<file path="config.mk">
export PLATFORM = sky130hd
export DESIGN_NAME = pattern_event_counter
export DESIGN_NICKNAME = d
export VERILOG_FILES = /design/src/rtl/pattern_event_counter.sv
export SDC_FILE = /design/constraint.sdc
export NUM_CORES = 1
export LEC_CHECK = 0
export CELL_PAD_IN_SITES_DETAIL_PLACEMENT = 1
export CELL_PAD_IN_SITES_GLOBAL_PLACEMENT = 1
export CORE_MARGIN = 10
export CORE_UTILIZATION = 41
export CTS_CLUSTER_DIAMETER = 60
export CTS_CLUSTER_SIZE = 25
export DETAILED_ROUTE_END_ITERATION = 10
export PLACE_DENSITY_LB_ADDON = 0.15
export SLEW_MARGIN = 40
export SYNTH_ARGS = -nofsm -noshare
export SYNTH_HDL_FRONTEND = slang
export SYNTH_SLANG_ARGS = --single-unit
export TNS_END_PERCENT = 1
</file>
<file path="constraint.sdc">
create_clock -name clock -period 2.1 [get_ports clock]
set_input_delay 0.42 -clock clock [delete_from_list [all_inputs] [get_ports clock]]
set_output_delay 0.42 -clock clock [all_outputs]
set_load 0.005 [all_outputs]
</file>
<file path="src/rtl/pattern_event_counter.sv">
// pattern_event_counter
// Counts pattern A / pattern B pulses from the serial Mealy detector over a
// fixed window of enabled clock cycles. At each window end it publishes both
// counts as a snapshot behind a valid/ack handshake and flags overwritten,
// unacknowledged snapshots.
//
// Optional feature macro: PATTERN_COUNTER_SAT_EN
//   defined     : live counters saturate at all-ones, sticky `sat` port exists
//   not defined : live counters wrap modulo 2^WIDTH, no `sat` port
module pattern_event_counter #(
    parameter int WIDTH  = 8,
    parameter int WINDOW = 16
) (
    input  logic             clock,
    input  logic             reset,
    input  logic [1:0]       pattern,
    input  logic             enable,
    input  logic             clear,
    output logic [WIDTH-1:0] count_a,
    output logic [WIDTH-1:0] count_b,
    output logic             valid,
    input  logic             ack,
    output logic             overrun
`ifdef PATTERN_COUNTER_SAT_EN
    ,
    output logic             sat
`endif
);

    // Window position counter spans 0..WINDOW-1.
    localparam int WIN_W = (WINDOW > 1) ? $clog2(WINDOW) : 1;
    localparam logic [WIN_W-1:0] WIN_LAST = WIN_W'(WINDOW - 1);
    localparam logic [WIN_W-1:0] WIN_ONE  = WIN_W'(1);
    localparam logic [WIDTH-1:0] CNT_ONE  = WIDTH'(1);
    localparam logic [WIDTH-1:0] CNT_MAX  = '1;

    // Output handshake state: FULL means a snapshot is waiting for ack.
    typedef enum logic {
        ST_EMPTY = 1'b0,
        ST_FULL  = 1'b1
    } state_e;

    state_e           state_q, state_d;
    logic [WIN_W-1:0] win_q, win_d;
    logic [WIDTH-1:0] live_a_q, live_a_d;
    logic [WIDTH-1:0] live_b_q, live_b_d;
    logic [WIDTH-1:0] snap_a_q, snap_a_d;
    logic [WIDTH-1:0] snap_b_q, snap_b_d;
    logic             overrun_q, overrun_d;

    // Values the live counters take if the current cycle is counted.
    logic [WIDTH-1:0] live_a_inc;
    logic [WIDTH-1:0] live_b_inc;

    logic count_en;
    logic win_end;

`ifdef PATTERN_COUNTER_SAT_EN
    logic sat_q, sat_d;
    logic hit_a, hit_b;
`endif

    // clear overrides enable; a window ends on the last counted cycle.
    assign count_en = enable & ~clear;
    assign win_end  = count_en & (win_q == WIN_LAST);

    // Incremented live counts, including this cycle's pattern pulses.
    always_comb begin
        // NOTE: every signal written in a combinational block gets a default
        // first so that no path leaves it unassigned and infers a latch.
        live_a_inc = live_a_q;
        live_b_inc = live_b_q;
`ifdef PATTERN_COUNTER_SAT_EN
        hit_a = 1'b0;
        hit_b = 1'b0;
        if (pattern[1] && (live_a_q != CNT_MAX)) begin
            live_a_inc = live_a_q + CNT_ONE;
            hit_a      = (live_a_q == (CNT_MAX - CNT_ONE));
        end
        if (pattern[0] && (live_b_q != CNT_MAX)) begin
            live_b_inc = live_b_q + CNT_ONE;
            hit_b      = (live_b_q == (CNT_MAX - CNT_ONE));
        end
`else
        if (pattern[1]) begin
            live_a_inc = live_a_q + CNT_ONE;
        end
        if (pattern[0]) begin
            live_b_inc = live_b_q + CNT_ONE;
        end
`endif
    end

    // Window, live-counter, snapshot and sticky-flag next state.
    always_comb begin
        win_d     = win_q;
        live_a_d  = live_a_q;
        live_b_d  = live_b_q;
        snap_a_d  = snap_a_q;
        snap_b_d  = snap_b_q;
        overrun_d = overrun_q;

        if (clear) begin
            // Restart the window; this cycle's pattern is discarded.
            win_d    = '0;
            live_a_d = '0;
            live_b_d = '0;
        end else if (enable) begin
            if (win_end) begin
                snap_a_d = live_a_inc;
                snap_b_d = live_b_inc;
                win_d    = '0;
                live_a_d = '0;
                live_b_d = '0;
                // Overwriting a pending snapshot nobody accepted this cycle.
                if ((state_q == ST_FULL) && !ack) begin
                    overrun_d = 1'b1;
                end
            end else begin
                win_d    = win_q + WIN_ONE;
                live_a_d = live_a_inc;
                live_b_d = live_b_inc;
            end
        end
    end

`ifdef PATTERN_COUNTER_SAT_EN
    // Sticky saturation flag: set on the cycle a counted event reaches all-ones.
    always_comb begin
        sat_d = sat_q | (count_en & (hit_a | hit_b));
    end
`endif

    // Handshake FSM next state; a window end always (re)fills the snapshot.
    always_comb begin
        state_d = state_q;
        unique case (state_q)
            ST_EMPTY: begin
                if (win_end) begin
                    state_d = ST_FULL;
                end
            end
            ST_FULL: begin
                if (win_end) begin
                    state_d = ST_FULL;
                end else if (ack) begin
                    state_d = ST_EMPTY;
                end
            end
            default: state_d = ST_EMPTY;
        endcase
    end

    // State registers with synchronous active-high reset.
    always_ff @(posedge clock) begin
        // NOTE: sequential state uses non-blocking assignments so every
        // register samples the pre-edge values; the reset is synchronous, so
        // it lives inside the clocked branch rather than the sensitivity list.
        if (reset) begin
            state_q   <= ST_EMPTY;
            win_q     <= '0;
            live_a_q  <= '0;
            live_b_q  <= '0;
            snap_a_q  <= '0;
            snap_b_q  <= '0;
            overrun_q <= 1'b0;
        end else begin
            state_q   <= state_d;
            win_q     <= win_d;
            live_a_q  <= live_a_d;
            live_b_q  <= live_b_d;
            snap_a_q  <= snap_a_d;
            snap_b_q  <= snap_b_d;
            overrun_q <= overrun_d;
        end
    end

`ifdef PATTERN_COUNTER_SAT_EN
    // Sticky saturation register, cleared only by reset.
    always_ff @(posedge clock) begin
        if (reset) begin
            sat_q <= 1'b0;
        end else begin
            sat_q <= sat_d;
        end
    end

    assign sat = sat_q;
`endif

    assign count_a = snap_a_q;
    assign count_b = snap_b_q;
    assign valid   = (state_q == ST_FULL);
    assign overrun = overrun_q;

endmodule
</file>
Word level (Yosys, flattened, before mapping):

Cells that the tools add are included.

* bitwise logic cells: 4
* eq/ne operators: 1
* reduce and logical (&&, ||, !) cells: 5
* add/sub/neg operators: 3
* multiplexer cells: 9

Operator list (number)
* $mux W8: 4
* $add A8 B1 Y8 const B: 2
* $add A4 B1 Y4 const B: 1
* $eq A4 B4 Y1 const B: 1
* $mux W4: 1
* $reduce_and A4 Y1: 1
* $mux W1: 3
* $reduce_and A3 Y1: 1
* $and A1 B1 Y1: 2
* $not A1 Y1: 2
* $pmux W1 S2: 1
* $reduce_or A2 Y1: 1
* $logic_and A1 B1 Y1: 1
* $logic_not A1 Y1: 1

* output and inout bits: 18
* register bits after elaboration: 38

Longest topological paths before layout:

Gate-level depths: netlist (run 1).

* word-level depth: 5
* depth in mapped cells: 6
* depth with buffers taken out: 4

Worst setup path before layout (run 1):

OpenSTA, ideal clock, no wires.

* path type: in2reg
* start point: in clear
* end point: reg live_b_q[7]
* data arrival time: 1.453 ns
* path slack: 0.573 ns
* buffers on the path: 0
* data required time: 2.027 ns
* cell stages on the path: 3
* setup time: 0.073 ns
* path through: or4b_1 > or4b_1 > o211ai_2

* longest elaborated chain between the ends: 4
* elaborated cells on any way between the ends: 5
* those cells by class: mux (1); bitwise (3); reduce/logical (1)

Ends and longest elaborated chain
* start, declared: RTL line 18 `input logic clear,`
* $not A1 Y1 (no source line)
* $and A1 B1 Y1: RTL line 64 `assign count_en = enable & ~clear;`
* $and A1 B1 Y1: RTL line 65 `assign win_end = count_en & (win_q == WIN_LAST);`
* $mux W8: RTL line 109 `if (win_end) begin`
* end signal, assigned: RTL line 171 `live_b_q <= live_b_d;`
* end, declared: RTL line 46 `logic [WIDTH-1:0] live_b_q, live_b_d;`

Several ways; a longest one is shown, not always the timed one.
A chain may end at the register's enable or synchronous reset.

Final worst setup path (run 1):

* start point: in pattern[1]
* end point: reg live_a_q[5]

* longest elaborated chain between the ends: 2

Ends and longest elaborated chain
* start, declared: RTL line 16 `input logic [1:0] pattern,`
* $mux W8: RTL line 85 `if (pattern[1]) begin`
* $mux W8: RTL line 109
* end signal, assigned: RTL line 170 `live_a_q <= live_a_d;`
* end, declared: RTL line 45 `logic [WIDTH-1:0] live_a_q, live_a_d;`

No other way between the ends.

==> results of run 1 <==
[where the power goes]
| part | internal [mW] | switching (mW) |
|---|---|---|
| logic | 0.0395 | 0.0477 |
| clock network | 0.332 | 0.258 |
| registers | 0.723 | 0.00392 |
[metal layers]
metal	vias up	global-route usage (%)	routed length, um
li1	918	-	-
met1	942	17.6	2500
met2	44	27.2	3030
met3	13	4.38	266
met4	0	7.37	133
met5	-	0	0
[cells in the mapped netlist (all sizes together)]
cell | n | area share (%)
xnor2 | 3 | 1.3
a211oi | 10 | 3.8
inv | 1 | 0.19
buf | 13 | 4.6
o21ai | 6 | 1.5
nor4b | 1 | 0.45
nand4b | 2 | 1.2
and3b | 2 | 0.89
a311o | 1 | 0.51
nor2 | 5 | 0.96
nand4 | 11 | 3.8
ha | 3 | 1.9
o32ai | 1 | 0.45
o21a | 1 | 0.38
mux2i | 3 | 1.5
and4 | 1 | 0.45
nor2b | 1 | 0.32
o41ai | 1 | 0.45
o21ba | 1 | 0.51
o211ai | 7 | 2.9
or3 | 7 | 2.2
nand3 | 5 | 1.3
nand3b | 3 | 1.1
or2 | 2 | 0.64
nor3 | 2 | 0.51
dfxtp | 38 | 39
clkbuf | 6 | 1.2
o2111a | 1 | 0.57
a31oi | 10 | 3.2
xor2 | 6 | 2.7
o22ai | 2 | 0.64
and2 | 1 | 0.32
a311oi | 9 | 4.0
nand2 | 21 | 4.0
a21oi | 20 | 5.1
nand2b | 6 | 1.9
or4b | 7 | 3.6
[worst max-delay path: cells and delay by family]
family	cells	cell delay (ns)
AND/OR/NAND/NOR	2	0.65
AO/OA/AOI/OAI	1	0.21
buffers and inverters	2	0.71
[cell usage in the layout, fill, tap and decap left out, drive strengths merged, types with 8 or more instances in the layout]
master,synthesis,layout
dfxtp,38,38
nand4,11,11
a311oi,9,9
nand2,21,21
a31oi,10,10
clkbuf,6,8
a21oi,20,20
buf,13,24
clkdlybuf4s50,0,24
a211oi,10,10
[cell families after synthesis]
family	share of synthesized area [%]
flip-flops	38.8
AND/OR/NAND/NOR	23.7
XOR/XNOR	4.02
buffers and inverters	5.99
adder cells (fa/ha/maj)	1.91
AO/OA/AOI/OAI	24.1
multiplexers	1.53
[stage by stage]
step	power [mW]	hold slack [ns]	std cells
2_1_floorplan	0.790	0.481	220
3_3_place_gp	0.826	0.466	303
3_5_place_dp	0.830	0.472	303
4_1_cts	1.42	0.490	311
5_1_grt	1.47	0.511	311
6_report	1.40	0.485	311
[worst max path at each step]
| stage | cells after the start | end | slack, ns | from |
|---|---|---|---|---|
| finish | 5 | live_a_q[5]$_SDFFE_PP0P_ | 0.32 | pattern[1] |
| global route | 6 | count_a[7]$_SDFFE_PP0P_ | 0.21 | enable |
| CTS | 5 | live_a_q[5]$_SDFFE_PP0P_ | 0.33 | pattern[1] |
| detailed placement | 6 | count_a[7]$_SDFFE_PP0P_ | 0.03 | enable |
| global placement | 4 | live_b_q[7]$_SDFFE_PP0P_ | 0.09 | clear |
| floorplan | 3 | live_b_q[7]$_SDFFE_PP0P_ | 0.57 | clear |
[layout make-up]
| cell class | count | share of cell area [%] |
|---|---|---|
| Inverter | 1 | 0.153 |
| Clock buffer | 8 | 4.50 |
| Sequential cell | 38 | 31.1 |
| Multi-Input combinational cell | 162 | 44.3 |
| Timing Repair Buffer | 48 | 17.2 |
| Tap cell | 54 | 2.76 |
[sequential cells by signal (all words and copies together), names as in the netlist]
name,count
win_q,4
live_b_q,8
live_a_q,8
overrun,1
valid,1
count_a,8
count_b,8
==> metrics, run 1 <==
Fill cells=551; clk_skew=0.00709 ns; warnings from Yosys=0; Netlist cell types=45; final design utilization=approximately 52%; final instance area=2450 um2; Tmin final=1.78 ns; register area share after synthesis=38.8%; largest net degree at the start of global routing=17; Vias=1,917; CP Capture Type=register; mapped cell area=1960 um2; Reg2Reg Setup Slack=0.45 ns; via density per instance=6.16; ANT nets after route=0; Reg-to-Reg End=live_a_q[5]$_SDFFE_PP0P_; vias in the first global route=between 2,000 and 2,500; Worst path max stage delay=0.54 ns; share of cells above drive strength 1=14.0%; Final Hold Viols=0; CTS Buffer Depth=2; status=completed; post-cts sizing count=0; sequential cell area=761 um2; fin nets=around 270; max-cap viol count=0; row cnt=25; Post-Syn Nets=between 200 and 250; Setup TNS=0 ns; VDD IR max=0.000428 V; maximum clock frequency=about 560 MHz; htree depth=2; TritonRoute pass-1 iters=4; CTS tree=done; Die Ht=89.2 um; Cells after Synth=220; Die ar.=7960 um2; RSZ-0062 raised after global routing=false; multi-input logic area=approximately 1100 um2; hold path start=overrun$_SDFFE_PP0P_; input/output buffers=24; initial drt markers=106; Post-CTS Hold Buffers=0; CTS Root Cell=clkbuf_8; CP Launch Type=input port; critical path class=in2reg; clk slew on worst S/H paths=0.08 ns; Leakage=0.817 nW; placer's final routability congestion estimate=between 0.8 and 0.9; initial antenna violation count=0; Hold EP=overrun$_SDFFE_PP0P_; CP Max Fanout=11; Power Dens Cells=574 nW/um2; GRT Overall Usage=15.8%; post-CTS setup buffers=0; Diodes inserted=0; worst reg2reg startpoint=win_q[0]$_SDFFE_PP0P_; critical path data arrival time=1.99 ns; Top Ports=25; final WL=between 5 and 6 mm; final setup margin=0.315 ns; Area growth, synth to finish=24.7%; Cells on Worst Hold Path=1; drt wl/cell=19.0 um; DP Area=2340 um2; dpl hpwl=approximately 4.3 mm; DR DRC count=0; worst hold path class=reg2reg; DIE WIDTH=89.2 um; clk sink count=38; r2r worst-path depth=4; Worst-Skew Late Latency=0.29 ns; number of synthesized register bits=38; max-slew violation count=0; slowest stage cell, crit path=or4b_1; Worst Path Required=2.31 ns; post-place setup slack=0.0296 ns; worst rel slew slack=74.3%; CP cell instances=clkdlybuf4s50_1 -> nand4_1 -> buf_4 -> or4b_1 -> a31oi_1; Final Cycle Share=85.0%; grt total ovfl=0; worst-margin pin slew=0.384 ns; Core Footprint=4690 um2; first-pass GRT wire length=9.86 mm; initial core utilization=41.8%; Setup Viol. Count Final=0; cts bufs inserted=5; Synth Area per Inst=8.92 um2
No activity file was read; power rests on OpenSTA's default activity.
==> inputs of run 2 (changes only) <==
Settings changed: CORE_UTILIZATION 41 to 37.
Clock period 2.1 ns to 1.54 ns, I/O delays scaled along.
==> run 2 against run 1 <==
Clock skew increased by 0.0031 ns. Cell area rose by 13%. Clock power is 22% higher. Wire length up 2.9%. Global-route usage decreased by 2.1 points. Combinational power rose by 65%. First-iteration DRC count is 2.8% lower. Critical path depth is 1 lower. Via count is 3.9% higher. Die area increased by 8.3%. Largest power group unchanged.
==> metrics, run 2 (synthesis gave the netlist of run 1 again) <==
status=completed; VDD IR max=0.000372 V (-13%); Worst-Skew Late Latency=0.29 ns (about the same); clk slew on worst S/H paths=0.08 ns (about the same); Setup Viol. Count Final=0 (unchanged); CP Capture Type=register; worst setup path endpoint=live_a_q[5]$_SDFFE_PP0P_; Top Ports=25 (unchanged); row cnt=26 (+4.0%); worst reg2reg startpoint=live_a_q[1]$_SDFFE_PP0P_; Reg-to-Reg End=live_a_q[5]$_SDFFE_PP0P_; Buf/Inv on CP=1 (-1); CP Launch Type=register; Worst Path Required=1.75 ns (-0.56 ns); cts bufs inserted=5 (unchanged); r2r worst-path depth=4 (unchanged); max-cap viol count=0 (unchanged); PnR Total Power=1.85 mW (+32%); drt wl/cell=17.2 um (-9.9%); clk sink count=38 (unchanged); Die Ht=92.8 um (+4.1%); critical path class=reg2reg; initial antenna violation count=0 (unchanged); DIE WIDTH=92.8 um (+4.1%); Power Dens Cells=668 nW/um2 (+17%); GRT Overall Usage=13.7% (-2.1 points); commonest non-fill, non-tap cell in the layout=buf_4; Diodes inserted=0 (unchanged); Hold Slack=0.489 ns (+0.00419 ns); Core Footprint=5140 um2 (+9.5%); share of cells above drive strength 1=26.0% (+12 points); critical path data arrival time=1.68 ns (-0.31 ns); slowest stage cell, crit path=or4b_1; Die ar.=8620 um2 (+8.3%); CTS tree=done; Crit. path cell count=4 (-1); Leakage=1.00 nW (+23%); clk_skew=0.0102 ns (+0.00309 ns); CTS Root Cell=clkbuf_8; ANT nets after route=0 (unchanged); Worst path max stage delay=0.53 ns (about the same); Vias=1,992 (+3.9%); worst hold path class=reg2reg; htree depth=2 (unchanged); fin nets=294 (+11%); DR DRC count=0 (unchanged); via density per instance=5.61 (-9.0%); worst-margin pin slew=0.269 ns (-0.115 ns); most frequent cells in the layout=buf_4 (43), dfxtp_1 (33), nand2_1 (21), a21oi_1 (20), clkdlybuf4s50_1 (19); CTS Buffer Depth=2 (unchanged); max-slew violation count=0 (unchanged); crit path from=live_a_q[1]$_SDFFE_PP0P_; CP cell instances=nand4_1 -> buf_6 -> or4b_1 -> a31oi_1; Final Hold Viols=0 (unchanged); largest net degree at the start of global routing=17 (unchanged); grt total ovfl=0 (unchanged); initial core utilization=38.2% (-3.6 points); initial drt markers=103 (-2.8%); Top delay family on crit path=simple AND/OR/NAND/NOR gates; dpl hpwl=4.26 mm (-1.4%); input/output buffers=24 (unchanged); vias in the first global route=1,992 (-1.5%); Tmin final=between 1 and 1.5 ns; Fill cells=637 (+16%); worst rel slew slack=81.9% (+7.6 points); TritonRoute pass-1 iters=4 (unchanged); RSZ-0062 raised after global routing=true; CP Max Fanout=9 (-2); first-pass GRT wire length=9.79 mm (-0.70%); placer's final routability congestion estimate=0.763 (-10%); final WL=6.10 mm (+2.9%); Reg2Reg Setup Slack=0.07 ns (-0.38 ns); Final Cycle Share=95.6%; maximum clock frequency=679 MHz; Area growth, synth to finish=41.2%
==> run 2: per-layer routing <==
| metal | vias to the layer above | GRT usage [%] | routed length, um |
|---|---|---|---|
| li1 | 974 | - | - |
| met1 | 967 | 17.0 | 2850 |
| met2 | 42 | 23.2 | 2920 |
| met3 | 9 | 3.55 | 249 |
| met4 | 0 | 2.96 | 71 |
| met5 | - | 0 | 0 |
==> run 2: per-stage QoR <==
step                      setup WS, ns  cells  instance area (um2)  utilization, %  TNS [ns]
after floorplan                 0.0494    220                 1960               -         0
after global placement          -0.337    340                 2550            49.7     -7.95
after detailed placement        -0.356    340                 2550            49.7     -8.83
after CTS                      0.00703    349                 2660            51.7         0
after global routing           -0.0112    355                 2770            53.9   -0.0212
final                           0.0677    355                 2770            53.9         0
==> run 2: area by class of cell <==
class | count | area (um2) | share of cell area (%)
clock buffer | 7 | 86.3 | 3.11
clock inverter | 1 | 5.00 | 0.181
inverter | 1 | 3.75 | 0.135
multi-input combinational | 162 | 1130 | 40.7
sequential | 38 | 767 | 27.7
tap | 70 | 87.6 | 3.16
timing repair buffer | 76 | 696 | 25.1
==> run 2: worst min path at each step <==
stage | to | cells past startpoint | slack (ns) | startpoint
2_1_floorplan | overrun$_SDFFE_PP0P_ | 1 | 0.48 | overrun$_SDFFE_PP0P_
6_report | overrun$_SDFFE_PP0P_ | 1 | 0.49 | overrun$_SDFFE_PP0P_
3_5_place_dp | overrun$_SDFFE_PP0P_ | 1 | 0.47 | overrun$_SDFFE_PP0P_
5_1_grt | overrun$_SDFFE_PP0P_ | 1 | 0.50 | overrun$_SDFFE_PP0P_
4_1_cts | overrun$_SDFFE_PP0P_ | 1 | 0.49 | overrun$_SDFFE_PP0P_
3_3_place_gp | overrun$_SDFFE_PP0P_ | 1 | 0.46 | overrun$_SDFFE_PP0P_
==> run 2: power by group <==
group | internal (mW) | leakage [nW] | switching, mW
sequential | 0.986 | 0.309 | 0.00433
combinational | 0.0728 | 0.645 | 0.0712
clock | 0.362 | 0.0482 | 0.357
total | 1.42 | 1.00 | 0.433
==> run 2: timing repair <==
action	4_1_cts	5_1_grt
buffers inserted	1	5
setup endpoints to repair	6	17
hold buffers	0	0
gates cloned	0	1
resized for setup	7	15
pin swaps	6	7
==> inputs of run 3 (changes only) <==
Settings changed: RECOVER_POWER set to 100, REMOVE_ABC_BUFFERS set to 1.
==> run 3 against run 2 <==
Sequential share of layout area up 1.2 points. Highest routed layer unchanged. Non-clock buffer count down 6. Wire length down 1.5%. Largest power group unchanged. Die area unchanged. Cell area down 4.5%. Combinational power down 12%. Worst setup slack better by 0.0047 ns.
==> metrics, run 3 (synthesis gave the netlist of run 1 again) <==
share of cells above drive strength 1=22.6% (-3.4 points); Top Ports=25 (unchanged); initial drt markers=69 (-33%); commonest non-fill, non-tap cell in the layout=buf_4; Worst Path Required=1.23 ns (-0.52 ns); Final Cycle Share=95.3% (-0.31 points); DIE WIDTH=92.8 um (unchanged); htree depth=2 (unchanged); Die Ht=92.8 um (unchanged); cts bufs inserted=5 (unchanged); PnR Total Power=1.86 mW (+0.16%); worst rel slew slack=72.5% (-9.3 points); crit path from=count_a[5]$_SDFFE_PP0P_; ANT nets after route=0 (unchanged); TritonRoute pass-1 iters=4 (unchanged); critical path data arrival time=1.16 ns (-0.52 ns); multi-input logic area=1130 um2 (+0.56%); Worst-Skew Late Latency=0.29 ns (about the same); Hold Slack=0.499 ns (+0.00994 ns); max-slew violation count=0 (unchanged); grt total ovfl=0 (unchanged); Diodes inserted=0 (unchanged); via density per instance=5.63 (+0.34%); placer's final routability congestion estimate=0.792 (+3.8%); Die ar.=8620 um2 (unchanged); largest net degree at the start of global routing=17 (unchanged); Setup TNS=0 ns (unchanged); sequential share of power=53.3% (about the same); CP cell instances=clkdlybuf4s50_1; CTS tree=done; max-cap viol count=0 (unchanged); Post-CTS Hold Buffers=0 (unchanged); combinational share of power=6.8% (-1.0 points); maximum clock frequency=681 MHz (+0.32%); first-pass GRT wire length=10.1 mm (+3.6%); Sw Share=24.4% (+1.1 points); most frequent cells in the layout=buf_4 (40), dfxtp_1 (36), nand2_1 (21), a21oi_1 (20), clkdlybuf4s50_1 (19); Area growth, synth to finish=34.9%; Worst path max stage delay=0.52 ns (about the same); Core Footprint=5140 um2 (unchanged); clk_skew=0.00877 ns (-0.00141 ns); initial core utilization=38.2% (unchanged); initial antenna violation count=0 (unchanged); CTS Buffer Depth=2 (unchanged); dpl hpwl=4.50 mm (+5.9%); final WL=6.01 mm (-1.5%); drt wl/cell=17.2 um (+0.22%); Vias=1,965 (-1.4%); hold path start=overrun$_SDFFE_PP0P_; CP Max Fanout=2 (-7); status=completed; Leakage=0.943 nW (-5.9%); GRT Overall Usage=14.4% (+0.65 points); worst hold path class=reg2reg; Top delay family on crit path=buffers and inverters; Setup Viol. Count Final=0 (unchanged); CP Launch Type=register; P_int=1.40 mW (-1.2%); fin nets=288 (-2.0%); clk sink count=38 (unchanged); worst-margin pin slew=0.411 ns (+0.142 ns); post-CTS setup buffers=0 (-1); clock network power share=39.9% (+1.1 points); Buf/Inv on CP=1 (unchanged); slowest stage cell, crit path=clkdlybuf4s50_1; CTS Root Cell=clkbuf_8; Net Sw Power=453 uW (+4.8%); sequential cell area=763 um2 (-0.49%); Final Hold Viols=0 (unchanged); DR DRC count=0 (unchanged); input/output buffers=24 (unchanged); Tmin final=1.47 ns (-0.00471 ns); Power Dens Cells=701 nW/um2 (+4.9%); row cnt=26 (unchanged); vias in the first global route=2,050 (+2.9%); VDD IR max=0.000493 V (+32%); Fill cells=624 (-2.0%); clk slew on worst S/H paths=0.08 ns (about the same); critical path class=reg2out; CP Capture Type=output pin; worst reg2reg startpoint=live_b_q[7]$_SDFFE_PP0P_
run 3: cell count changes in the layout (fill, tap and decap cells not counted), sizes merged:
cell / delta
clkinvlp: +1
clkbuf: +2
buf: -9
run 3: what timing repair did:
item                                    in CTS  in global routing
hold endpoints to repair                     0                  0
gates resized for setup                      7                  9
endpoints found under the setup margin      19                 24
pin swaps                                    2                  2
run 3: cell type report:
type	count	area share (%)
multi-input cells	162	42.8
flip-flops and latches	38	28.8
repair buffers	70	21.3
well taps	70	3.31
clock buffers	6	3.12
clock inverters	2	0.473
inverters	1	0.142
run 3: per-layer routing:
layer	track usage (%)	vias up	part of all wire, %	wire (um)
li1	-	968	-	-
met1	17.0	955	48	2860
met2	24.8	37	47	2850
met3	3.63	5	3.9	232
met4	4.24	0	1.1	66
met5	0	-	0	0
run 3: per-stage QoR:
| step | worst slack [ns] | cells | utilization (%) | area [um2] |
|---|---|---|---|---|
| 2_1_floorplan | -0.0932 | 201 | - | 1850 |
| 3_3_place_gp | -0.403 | 341 | 49.1 | 2520 |
| 3_5_place_dp | -0.436 | 341 | 49.1 | 2520 |
| 4_1_cts | -0.0143 | 349 | 51.1 | 2630 |
| 5_1_grt | -0.0119 | 349 | 51.5 | 2650 |
| 6_report | 0.0724 | 349 | 51.5 | 2650 |
run 3: worst reg2reg max path: stages (launching register included):
cell and delay [ns]:
dfxtp_1 0.32, or4b_1 0.50, or4b_1 0.49, o211ai_2 0.09
run 3: worst paths after layout:
| kind | slack (ns) | depth (start not counted) | end |
|---|---|---|---|
| hold reg to reg | 0.50 | 1 | overrun$_SDFFE_PP0P_ |
| hold / removal | 0.50 | 1 | overrun$_SDFFE_PP0P_ |
| setup reg to reg | 0.07 | 3 | live_b_q[7]$_SDFFE_PP0P_ |
| setup / recovery | 0.07 | 1 | count_a[5] |
run 3: power by group through the flow:
stage | logic, mW | clock network, mW | registers [mW]
after floorplan | 0.0387 | 0 | 1.01
after global placement | 0.130 | 0 | 1.01
after detailed placement | 0.132 | 0 | 1.01
after CTS | 0.129 | 0.759 | 0.988
after global routing | 0.139 | 0.799 | 0.989
final | 0.127 | 0.741 | 0.989
